<file path="config.mk">
export PLATFORM = sky130hd
export DESIGN_NAME = qos_csr_initiator
export DESIGN_NICKNAME = d
export VERILOG_FILES = /design/src/rtl/qos_csr_initiator.sv
export SDC_FILE = /design/constraint.sdc
export NUM_CORES = 1
export LEC_CHECK = 0
export BUFFER_PORTS_ARGS = -buffer_cell sky130_fd_sc_hd__buf_2
export CAP_MARGIN = 10
export CORE_MARGIN = 5
export CORE_UTILIZATION = 40
export DETAILED_ROUTE_END_ITERATION = 12
export GPL_ROUTABILITY_DRIVEN = 1
export GPL_TIMING_DRIVEN = 0
export PLACE_DENSITY = 0.64
export SETUP_SLACK_MARGIN = 0.5
export SYNTH_ARGS = -nofsm -noshare
export SYNTH_HDL_FRONTEND = slang
export SYNTH_SLANG_ARGS = --single-unit
</file>
<file path="constraint.sdc">
create_clock -name clk_i -period 2.23 [get_ports clk_i]
set_input_delay 0.446 -clock clk_i [delete_from_list [all_inputs] [get_ports clk_i]]
set_output_delay 0.446 -clock clk_i [all_outputs]
set_load 0.02 [all_outputs]
</file>
<file path="src/rtl/qos_csr_initiator.sv">
// qos_csr_initiator: initiator side of the QoS CSR bus. Turns core CSR
// READ/WRITE/SET/CLEAR ops into bus reads, writes and read-modify-writes,
// and returns one completion carrying the old value plus error/timeout status.
module qos_csr_initiator #(
    parameter int unsigned TIMEOUT_CYCLES = 16,
    parameter logic [11:0] ADDR_LO        = 12'hBC0,
    parameter logic [11:0] ADDR_HI        = 12'hBDF
) (
    input  logic        clk_i,
    input  logic        rst_ni,
    input  logic        cmd_valid_i,
    output logic        cmd_ready_o,
    input  logic [1:0]  cmd_op_i,
    input  logic [11:0] cmd_addr_i,
    input  logic [31:0] cmd_wdata_i,
    output logic        done_valid_o,
    input  logic        done_ready_i,
    output logic [31:0] done_rdata_o,
    output logic        done_error_o,
    output logic        done_timeout_o,
    output logic        csr_req_valid_o,
    input  logic        csr_req_ready_i,
    output logic [11:0] csr_addr_o,
    output logic        csr_write_o,
    output logic [31:0] csr_wdata_o,
    input  logic        csr_rsp_valid_i,
    input  logic [31:0] csr_rdata_i,
    input  logic        csr_error_i,
    output logic [7:0]  err_count_o
);

    localparam logic [2:0] IDLE    = 3'd0;
    localparam logic [2:0] RD_REQ  = 3'd1;
    localparam logic [2:0] RD_WAIT = 3'd2;
    localparam logic [2:0] WR_REQ  = 3'd3;
    localparam logic [2:0] WR_WAIT = 3'd4;
    localparam logic [2:0] DONE    = 3'd5;

    localparam logic [1:0] OP_READ  = 2'b00;
    localparam logic [1:0] OP_WRITE = 2'b01;
    localparam logic [1:0] OP_SET   = 2'b10;

    localparam int unsigned        TIMER_W    = $clog2(TIMEOUT_CYCLES);
    localparam logic [TIMER_W-1:0] TIMER_LAST = TIMER_W'(TIMEOUT_CYCLES - 1);

    logic [2:0]         state_q;
    logic [1:0]         op_q;
    logic [11:0]        addr_q;
    logic [31:0]        wdata_q;
    logic [31:0]        rdata_q;
    logic               error_q;
    logic               timeout_q;
    logic [TIMER_W-1:0] timer_q;
    logic [7:0]         err_count_q;

    logic               cmd_illegal;
    logic               wait_expired;
    logic               err_event;
    logic [31:0]        rmw_value;

    assign cmd_illegal  = (cmd_addr_i < ADDR_LO) || (cmd_addr_i > ADDR_HI);
    assign wait_expired = (timer_q == TIMER_LAST);

    // wdata_q holds the SET/CLEAR mask until the old value arrives
    assign rmw_value = (op_q == OP_SET) ? (csr_rdata_i | wdata_q)
                                        : (csr_rdata_i & ~wdata_q);

    // an errored completion is decided on exactly one of these DONE-entry paths
    assign err_event = (state_q == IDLE    && cmd_valid_i && cmd_illegal) ||
                       (state_q == RD_WAIT && (csr_error_i || (!csr_rsp_valid_i && wait_expired))) ||
                       (state_q == WR_WAIT && csr_error_i);

    // transaction sequencing: latch the command, run the bus phases, hold the completion
    always_ff @(posedge clk_i) begin
        if (!rst_ni) begin
            state_q   <= IDLE;
            op_q      <= 2'b00;
            addr_q    <= 12'h000;
            wdata_q   <= 32'h0;
            rdata_q   <= 32'h0;
            error_q   <= 1'b0;
            timeout_q <= 1'b0;
            timer_q   <= '0;
        end else begin
            case (state_q)
                IDLE: begin
                    if (cmd_valid_i) begin
                        op_q      <= cmd_op_i;
                        addr_q    <= cmd_addr_i;
                        wdata_q   <= cmd_wdata_i;
                        rdata_q   <= 32'h0;
                        error_q   <= 1'b0;
                        timeout_q <= 1'b0;
                        if (cmd_illegal) begin
                            error_q <= 1'b1;
                            state_q <= DONE;
                        end else if (cmd_op_i == OP_WRITE) begin
                            state_q <= WR_REQ;
                        end else begin
                            state_q <= RD_REQ;
                        end
                    end
                end
                RD_REQ: begin
                    if (csr_req_ready_i) begin
                        timer_q <= '0;
                        state_q <= RD_WAIT;
                    end
                end
                RD_WAIT: begin
                    if (csr_error_i) begin
                        error_q <= 1'b1;
                        rdata_q <= 32'h0;
                        state_q <= DONE;
                    end else if (csr_rsp_valid_i) begin
                        rdata_q <= csr_rdata_i;
                        if (op_q == OP_READ || wdata_q == 32'h0) begin
                            state_q <= DONE;
                        end else begin
                            wdata_q <= rmw_value;
                            state_q <= WR_REQ;
                        end
                    end else if (wait_expired) begin
                        error_q   <= 1'b1;
                        timeout_q <= 1'b1;
                        state_q   <= DONE;
                    end else begin
                        timer_q <= timer_q + TIMER_W'(1);
                    end
                end
                WR_REQ: begin
                    if (csr_req_ready_i) begin
                        state_q <= WR_WAIT;
                    end
                end
                WR_WAIT: begin
                    if (csr_error_i) begin
                        error_q <= 1'b1;
                        rdata_q <= 32'h0;
                    end
                    state_q <= DONE;
                end
                DONE: begin
                    if (done_ready_i) begin
                        state_q <= IDLE;
                    end
                end
                default: state_q <= IDLE;
            endcase
        end
    end

    // errored-completion counter, bumped on DONE entry and saturating at 255
    always_ff @(posedge clk_i) begin
        if (!rst_ni) begin
            err_count_q <= 8'd0;
        end else if (err_event && err_count_q != 8'hFF) begin
            err_count_q <= err_count_q + 8'd1;
        end
    end

    assign cmd_ready_o     = (state_q == IDLE);
    assign csr_req_valid_o = (state_q == RD_REQ) || (state_q == WR_REQ);
    assign csr_write_o     = (state_q == WR_REQ);
    assign csr_addr_o      = csr_req_valid_o ? addr_q : 12'h000;
    assign csr_wdata_o     = csr_write_o ? wdata_q : 32'h0;
    assign done_valid_o    = (state_q == DONE);
    assign done_rdata_o    = done_valid_o ? rdata_q : 32'h0;
    assign done_error_o    = done_valid_o & error_q;
    assign done_timeout_o  = done_valid_o & timeout_q;
    assign err_count_o     = err_count_q;

endmodule
</file>
* Word level (Yosys, flattened, before mapping) *
Index checks and enable logic that the tools add are counted.

storage, ports and cells
  output and inout port bits = 90
  word-level logic and storage cells = 108
  bits in registers = 95
  input bits = 85

operators by class
  add/sub/neg operators = 2
  reduce and logical (&&, ||, !) cells = 26
  eq/ne operators = 24
  bitwise gates (word level) = 5
  $lt $le $gt $ge = 2
  mux-type cells = 40

operators by type and width
  kind                                                              count
  32-bit 2-to-1 mux                                                 11
  32-bit one-hot mux with 3 select lines                            1
  32-bit one-hot mux with 2 select lines                            1
  32-bit AND                                                        1
  32-bit logical NOT                                                1
  32-bit NOT                                                        1
  32-bit OR                                                         1
  3-bit 2-to-1 mux                                                  9
  5-bit AND reduction                                               5
  2-bit inequality test (second input constant)                     10
  3-bit one-hot mux with 6 select lines                             1
  4-bit 2-to-1 mux                                                  4
  12-bit > comparator (second input constant)                       1
  12-bit < comparator (second input constant)                       1
  12-bit 2-to-1 mux                                                 1
  3-bit inequality test (second input constant)                     3
  8-bit by 1-bit adder with 8-bit output (second input constant)    1
  1-bit 2-to-1 mux                                                  8
  8-bit inequality test (second input constant)                     1
  4-bit one-hot mux with 2 select lines                             1
  3-bit by 2-bit == test with 1-bit output (second input constant)  2
  3-bit == test (second input constant)                             2
  1-bit logical AND                                                 6
  1-bit logical OR                                                  6
  18 further kinds                                                  20

* Longest topological paths before layout *
Gate-level depths: netlist (run 1).

  depth in word-level cells = 7
  depth in mapped cells = 8
  depth with buffers taken out = 6

* Least setup slack after synthesis (run 1) *
Ideal clock, no wire load.

  path type = register to output
  start point = register state_q[2]
  end point = output port done_rdata_o[23]
  arrival = 1.548 ns
  required time = 1.784 ns
  cell stages (with the launch flop) = 6
  setup slack = 0.236 ns
  cells stage by stage = dfxtp_1 buf_2 and3_1 clkbuf_1 clkbuf_1 and2_1

between the ends
  cells in the longest elaborated chain, start to end = 2

RTL lines
  item                      line  RTL
  start: declaration        46    logic [2:0] state_q;
  start signal: assignment  76    state_q <= IDLE;
  start signal: assignment  96    state_q <= DONE;
  start signal: assignment  98    state_q <= WR_REQ;
  3-bit == test             167   assign done_valid_o = (state_q == DONE);
  net done_valid_o          16    output logic done_valid_o,
  32-bit 2-to-1 mux         168   assign done_rdata_o = done_valid_o ? rdata_q : 32'h0;
  end: declaration          18    output logic [31:0] done_rdata_o,

The timed path passes the listed nets, and every way through them passes these cells.

* Worst setup path in the final report (run 1) *
  start point = register state_q[2]
  end point = output port csr_wdata_o[22]

between the ends
  cells in the longest elaborated chain, start to end = 2

RTL lines
  item                                      line  RTL
  3-bit by 2-bit == test with 1-bit output  164   assign csr_write_o = (state_q == WR_REQ);
  32-bit 2-to-1 mux                         166   assign csr_wdata_o = csr_write_o ? wdata_q : 32'h0;
  end: declaration                          25    output logic [31:0] csr_wdata_o,

Every way passes these cells.

==> results of run 1 <==
-- registers in the layout, indices dropped and copies added (netlist names) --
signal	flops
timer_q	4
wdata_q	32
addr_q	12
timeout_q	1
state_q	3
rdata_q	32
error_q	1
op_q	2
err_count_o	8
-- critical path, cell delays in order, from the launching register on --
cell and delay [ns]:
dfxtp_4 0.36, buf_8 0.12, nor2b_4 0.17, buf_8 0.18
buf_8 0.13, and3_4 0.19, buf_6 0.11
-- worst paths after layout --
check,startpoint,end
setup / recovery,state_q[2],csr_wdata_o[22]
setup reg to reg,state_q[1],rdata_q[0]
hold reg to reg,rdata_q[10],rdata_q[10]
hold / removal,cmd_addr_i[3],addr_q[3]
-- cell usage in the layout, fill, tap and decap left out, drive strengths merged, types with 5 or more instances in the layout --
master,n
and2,49
and3,36
inv,5
nor4,9
nor3,5
a21oi,35
clkbuf,39
mux2i,39
o2bb2ai,32
dfxtp,95
nand3,39
nor2,45
buf,241
o21ai,8
nor2b,6
a21boi,48
nand2,73
-- timing repair --
item,4_1_cts,5_1_grt
pin swaps,23,32
hold buffers,0,0
setup endpoints to repair,160,168
buffers inserted,13,14
cloned,7,7
resized for setup,254,221
-- synth_stat cells, types with 2 or more instances --
cell type	number
dfxtp_1	95
nand2_1	73
and2_1	48
nor2_1	44
mux2i_1	39
nand3_1	39
and3_1	36
a21oi_1	35
a21boi_1	32
clkbuf_1	32
o2bb2ai_1	32
a21boi_0	16
buf_2	11
nor4_1	9
buf_6	6
nor2b_1	6
o21ai_0	6
buf_4	5
inv_1	4
nand2b_1	4
nand4_1	4
nor3_1	4
nor4b_1	4
a211oi_1	3
a21o_1	3
nand3b_1	3
o31ai_1	3
or3_1	3
ha_1	2
nor3b_1	2
o21ai_1	2
xnor2_1	2
-- metal layers --
layer	GRT usage	up-vias	wire, um	share of wire
met5	0	-	31	0.0016
met4	0.0844	4	516	0.026
met3	0.0595	56	1210	0.061
met2	0.395	222	9810	0.49
met1	0.300	2707	8320	0.42
li1	-	2658	-	-
-- where the power goes --
group	leakage, nW	switching [mW]	internal, mW	total (mW)
sequential	0.781	0.276	1.91	2.18
clock	0.139	0.701	0.906	1.61
combinational	2.59	1.47	1.40	2.87
total	3.51	2.45	4.21	6.66
-- stage by stage --
step	TNS [ns]	power (mW)	std cells
finish	0	6.66	1029
global route	0	6.95	1029
CTS	0	5.84	1008
detailed placement	-0.117	3.81	972
global placement	-0.0310	3.76	972
floorplan	0	3.24	627
-- cells by family (layout without fill, tap and decap cells) --
family / after synthesis / after routing / synth area share
AO/OA/AOI/OAI: 140 / 140 / 0.194
flip-flops: 95 / 95 / 0.369
adder cells (fa/ha/maj): 2 / 2 / 0.00486
XOR/XNOR: 3 / 3 / 0.00510
buffers and inverters: 59 / 289 / 0.0581
multiplexers: 39 / 39 / 0.0758
AND/OR/NAND/NOR: 289 / 289 / 0.293
-- final cells by class --
class                           instances  area, um2  area share
Multi-Input combinational cell        473       3750       0.436
Tap cell                              172        215      0.0250
Inverter                                5       23.8     0.00276
Clock buffer                           12        246      0.0287
Clock inverter                          4       53.8     0.00626
Sequential cell                        95       1940       0.225
Timing Repair Buffer                  214       1830       0.213
Buffer                                 54        547      0.0636
==> metrics.md, run 1 <==
| Metric | Value |
|---|---|
| Syn-to-layout area delta | 67.0% |
| Hold depth | 3 |
| Worst Path Arrival | 1.64 ns |
| Post-synth EDFFs | 0 |
| Clock Latency Late Sink | 0.36 ns |
| TritonRoute pass-1 iters | 5 |
| Number of global-route vias before repair | 5346 |
| DR vias | 5647 |
| Synth area leader | dfxtp_1 |
| Avg Inst Size Synth | 8.21 um2 |
| Num CTS Buffers | 9 |
| Antenna Cells | 0 |
| Initial antenna violation count | 2 |
| Rows | 41 |
| WS Path Type | flop to primary output |
| Die Area | 0.0152 mm2 |
| Fill cell count | 980 |
| DR iter-0 viols | 482 |
| Crit-path max FO | 6 |
| Register-to-register setup slack | 0.29 ns |
| Hpwl dp | 12900 um |
| Part of the cycle the worst path needs | 0.933 |
| Critical path data required time | 1.78 ns |
| Final min period | 2.08 ns |
| Final hold vios | 0 |
| Syn nets | 714 |
| WL per Instance | 19.3 um |
| Final WS setup | 0.149 ns |
| Post-DP Area | 0.00632 mm2 |
| Pwr dens | 774 mW/mm2 |
| Class of the worst hold path | input pin to flop |
| Fmax | 481 MHz |
| Final instance area | 0.00860 mm2 |
| Clk buf depth | 2 |
| Endpoint class of the critical path | primary output |
| R2R cell count | 9 |
| CTS Sinks | 95 |
| Die Y | 123 um |
| CORE AREA | 0.0126 mm2 |
| Initial Util | 0.408 |
| Worst-margin pin slew | 0.546 ns |
| Slew Viols, Final | 0 |
| Syn Std Cell Area | 0.00515 mm2 |
| Yosys warns | 0 |
| Die Wd | 123 um |
| Layout cell share with drive strength beyond 1 | 0.524 |
| DRC violations left | 0 |
| Worst slack at placement | -0.0281 ns |
| Async set or reset register ratio after synthesis | 0 |
| Synth unique cells | 52 |
| Rel. slew slack | 0.636 |
| Routability cong. | 0.907 |
| Synth area leaders | dfxtp_1, mux2i_1, and2_1 |
| Detailed-route wire length | 19900 um |
| Largest net degree at the start of global routing | 16 |
| Status | finished clean |
| Final core occ | 0.682 |
| Max-cap violations | 0 |
| Number of I/O port buffers | 173 |
| Worst vdd ir | 0.671 mV |
| Leak | 3.51 nW |
| Via-to-Cell Ratio | 5.49 |
| Setup Viol. Count Final | 0 |
| First-pass GRT wire length | 28100 um |
| CTS tree | built |
| #FFs+latches synth | 95 |
| Synth Flop Type | dfxtp_1 |
| Routed Antenna Nets | 0 |
| Root Buffer | clkbuf_16 |
| Yosys top cell area share | 0.369 |
| GRT overflow | 0 |
| Clk_skew | 0.00976 ns |
| Sequential share of the synthesized area | 0.369 |
| H-tree depth | 3 |
| Startpoint class of the critical path | flop |
| RSZ-0062 raised after global routing | yes |
| Total GRT Usage | 0.238 |
| Io pins | 175 |
| Post-Synthesis Cells | 627 |
| Clock transition at path regs | 0.07 ns |
| Nets@finish | 939 |
| WHS | 0.326 ns |
Note: power is estimated with default switching activity, not from simulation.
==> run 2: changes to the inputs <==
CORE_MARGIN = 4   (was 5)
REMOVE_ABC_BUFFERS = 1   (was unset)
==> run 2 against run 1 <==
Compared with the run above: count of clock-buffer cells in the layout is the same; clock power is 9% higher; non-clock buffer count decreased by 37; worst hold slack improved by 0.022 ns; wire length up 4.3%; maximum frequency up 5.8%; sequential power about the same; register-to-register slack about the same; combinational power up 2%; first-iteration DRC count up 4.4%; final cell count is 1.9% lower; core utilization decreased by 3.0 points; critical path type unchanged.
==> metrics.md, run 2 (synthesized netlist as in run 1, its figures left out) <==
| Metric | Value |
|---|---|
| Met3 Use GR | 0.0583 (-0.00119) |
| CTS tree | built |
| Nets@finish | 919 (-2.1%) |
| Most frequent cells in the layout | buf_2, dfxtp_1, nand2_1 |
| Endpoint class of the critical path | primary output |
| Clock transition at path regs | 0.07 ns (about the same) |
| Num CTS Buffers | 9 (unchanged) |
| Class of the worst hold path | input pin to flop |
| Clk_skew | 0.00507 ns (-0.00469 ns) |
| Routability cong. | 0.860 (-5.2%) |
| Final core occ | 0.652 (-0.0295) |
| Die Wd | 121 um (-1.6%) |
| Hpwl dp | 10400 um (-19%) |
| Worst vdd ir | 0.357 mV (-47%) |
| GRT overflow | 0 (unchanged) |
| CTS Sinks | 95 (unchanged) |
| Final min period | 1.97 ns (-0.115 ns) |
| Final hold vios | 0 (unchanged) |
| Die Area | 0.0148 mm2 (-3.2%) |
| Syn-to-layout area delta | 59.8% |
| DR iter-0 viols | 503 (+4.4%) |
| Detailed-route wire length | 20700 um (+4.3%) |
| Setup Viol. Count Final | 0 (unchanged) |
| Crit-path max FO | 5 (-1) |
| Startpoint class of the critical path | flop |
| Crit. Startpoint | state_q[0] |
| Total GRT Usage | 0.253 (+0.0152) |
| Fmax | 509 MHz (+5.8%) |
| Rows | 41 (unchanged) |
| RSZ-0062 raised after global routing | yes |
| Routed Antenna Nets | 0 (unchanged) |
| Fill cell count | 1009 (+3.0%) |
| Antenna Cells | 0 (unchanged) |
| H-tree depth | 3 (unchanged) |
| HP Start | cmd_addr_i[0] |
| Clock Latency Late Sink | 0.35 ns (about the same) |
| Initial Util | 0.408 (unchanged) |
| Most common cell after layout, fill and taps aside | buf_2 |
| DRC violations left | 0 (unchanged) |
| Grt peak-use layer | met2 |
| Die Y | 121 um (-1.6%) |
| Critical path data required time | 1.78 ns (about the same) |
| Clk buf depth | 2 (unchanged) |
| Initial antenna violation count | 1 (-1) |
| Largest net degree at the start of global routing | 73 (+57) |
| Worst-margin pin slew | 0.763 ns (+0.216 ns) |
| First-pass GRT wire length | 29000 um (+3.2%) |
| Placed cell count | 924 (-4.9%) |
| Register-to-register setup slack | 0.29 ns (about the same) |
| Via-to-Cell Ratio | 5.68 (+3.6%) |
| Number of global-route vias before repair | 5329 (-0.32%) |
| CORE AREA | 0.0126 mm2 (unchanged) |
| Met1 Use GR | 0.324 (+0.0242) |
| Number of I/O port buffers | 174 (+0.58%) |
| DR vias | 5735 (+1.6%) |
| Layout cell share with drive strength beyond 1 | 0.458 (-0.0663) |
| Status | finished clean |
| Critical Path Sink | csr_wdata_o[17] |
| WL per Instance | 20.6 um (+6.4%) |
| Leak | 3.44 nW (-2.0%) |
| Reg2reg end | wdata_q[24] |
| Top flop regs | rdata_q: 32 flops, wdata_q: 32 flops, addr_q: 12 flops |
| WS Path Type | flop to primary output |
| Layout Cells excl Fill | 1009 (-1.9%) |
| TritonRoute pass-1 iters | 6 (+1) |
| Met2 usage | 0.404 (+0.00966) |
| Pwr dens | 832 mW/mm2 (+7.5%) |
| Io pins | 175 (unchanged) |
| Max-cap violations | 0 (unchanged) |
| Worst reg2reg path startpoint | wdata_q[19] |
| R2R cell count | 6 (-3) |
| Worst Path Arrival | 1.52 ns (-0.12 ns) |
| Part of the cycle the worst path needs | 0.882 (-0.0514) |
| Root Buffer | clkbuf_16 |
| Rel. slew slack | 0.492 (-0.144) |
| Slew Viols, Final | 0 (unchanged) |
run 2: power breakdown:
part           internal [mW]  switching [mW]  leakage (nW)
logic                   1.34            1.58          2.50
registers               1.90           0.273         0.778
clock network           1.05           0.704         0.163
total                   4.29            2.56          3.44
run 2: worst min path at each step:
stage                              to  slack [ns]  cells past startpoint
after global placement     rdata_q[7]        0.43                      2
after floorplan            rdata_q[0]        0.43                      2
after CTS                   addr_q[3]        0.34                      3
after global routing        addr_q[3]        0.35                      3
after detailed placement  rdata_q[26]        0.44                      2
final                       addr_q[0]        0.35                      3
run 2: repair_timing:
item | CTS | global route
endpoints found under the setup margin | 175 | 173
setup buffers | 38 | 10
gates resized for setup | 174 | 123
hold buffers | 0 | 0
pin swaps | 23 | 28
gates cloned | 13 | 8
run 2: metal layers:
metal	wire [um]	up-vias	share of wire
met3	1780	71	0.086
li1	-	2658	-
met5	13	-	0.00063
met2	9640	296	0.46
met1	8450	2708	0.41
met4	855	2	0.041
run 2: critical path, cell delays in order (launching register included):
cell and delay, ns:
dfxtp_4 0.40, buf_12 0.12, nor2b_4 0.18, buf_4 0.16, and3_1 0.18, buf_6 0.12
run 2: layout make-up:
cell class	instances	area, um2	area share
inverter	5	23.8	0.00289
clock inverter	4	77.6	0.00943
sequential	95	1930	0.234
timing repair buffer	231	1990	0.241
multi-input combinational	490	3740	0.455
tap	172	215	0.0262
clock buffer	12	256	0.0312
run 2: through the flow:
| step | worst slack, ns | total power [mW] | instance area [um2] | hold slack [ns] | setup TNS, ns |
|---|---|---|---|---|---|
| 5_1_grt | 0.210 | 7.10 | 8230 | 0.346 | 0 |
| 3_3_place_gp | -1.66 | 3.58 | 5960 | 0.433 | -198.17 |
| 2_1_floorplan | -0.514 | 3.05 | 4870 | 0.426 | -45.85 |
| 4_1_cts | 0.293 | 6.37 | 7520 | 0.336 | 0 |
| 6_report | 0.264 | 6.85 | 8230 | 0.348 | 0 |
| 3_5_place_dp | -0.613 | 3.77 | 6080 | 0.438 | -53.05 |
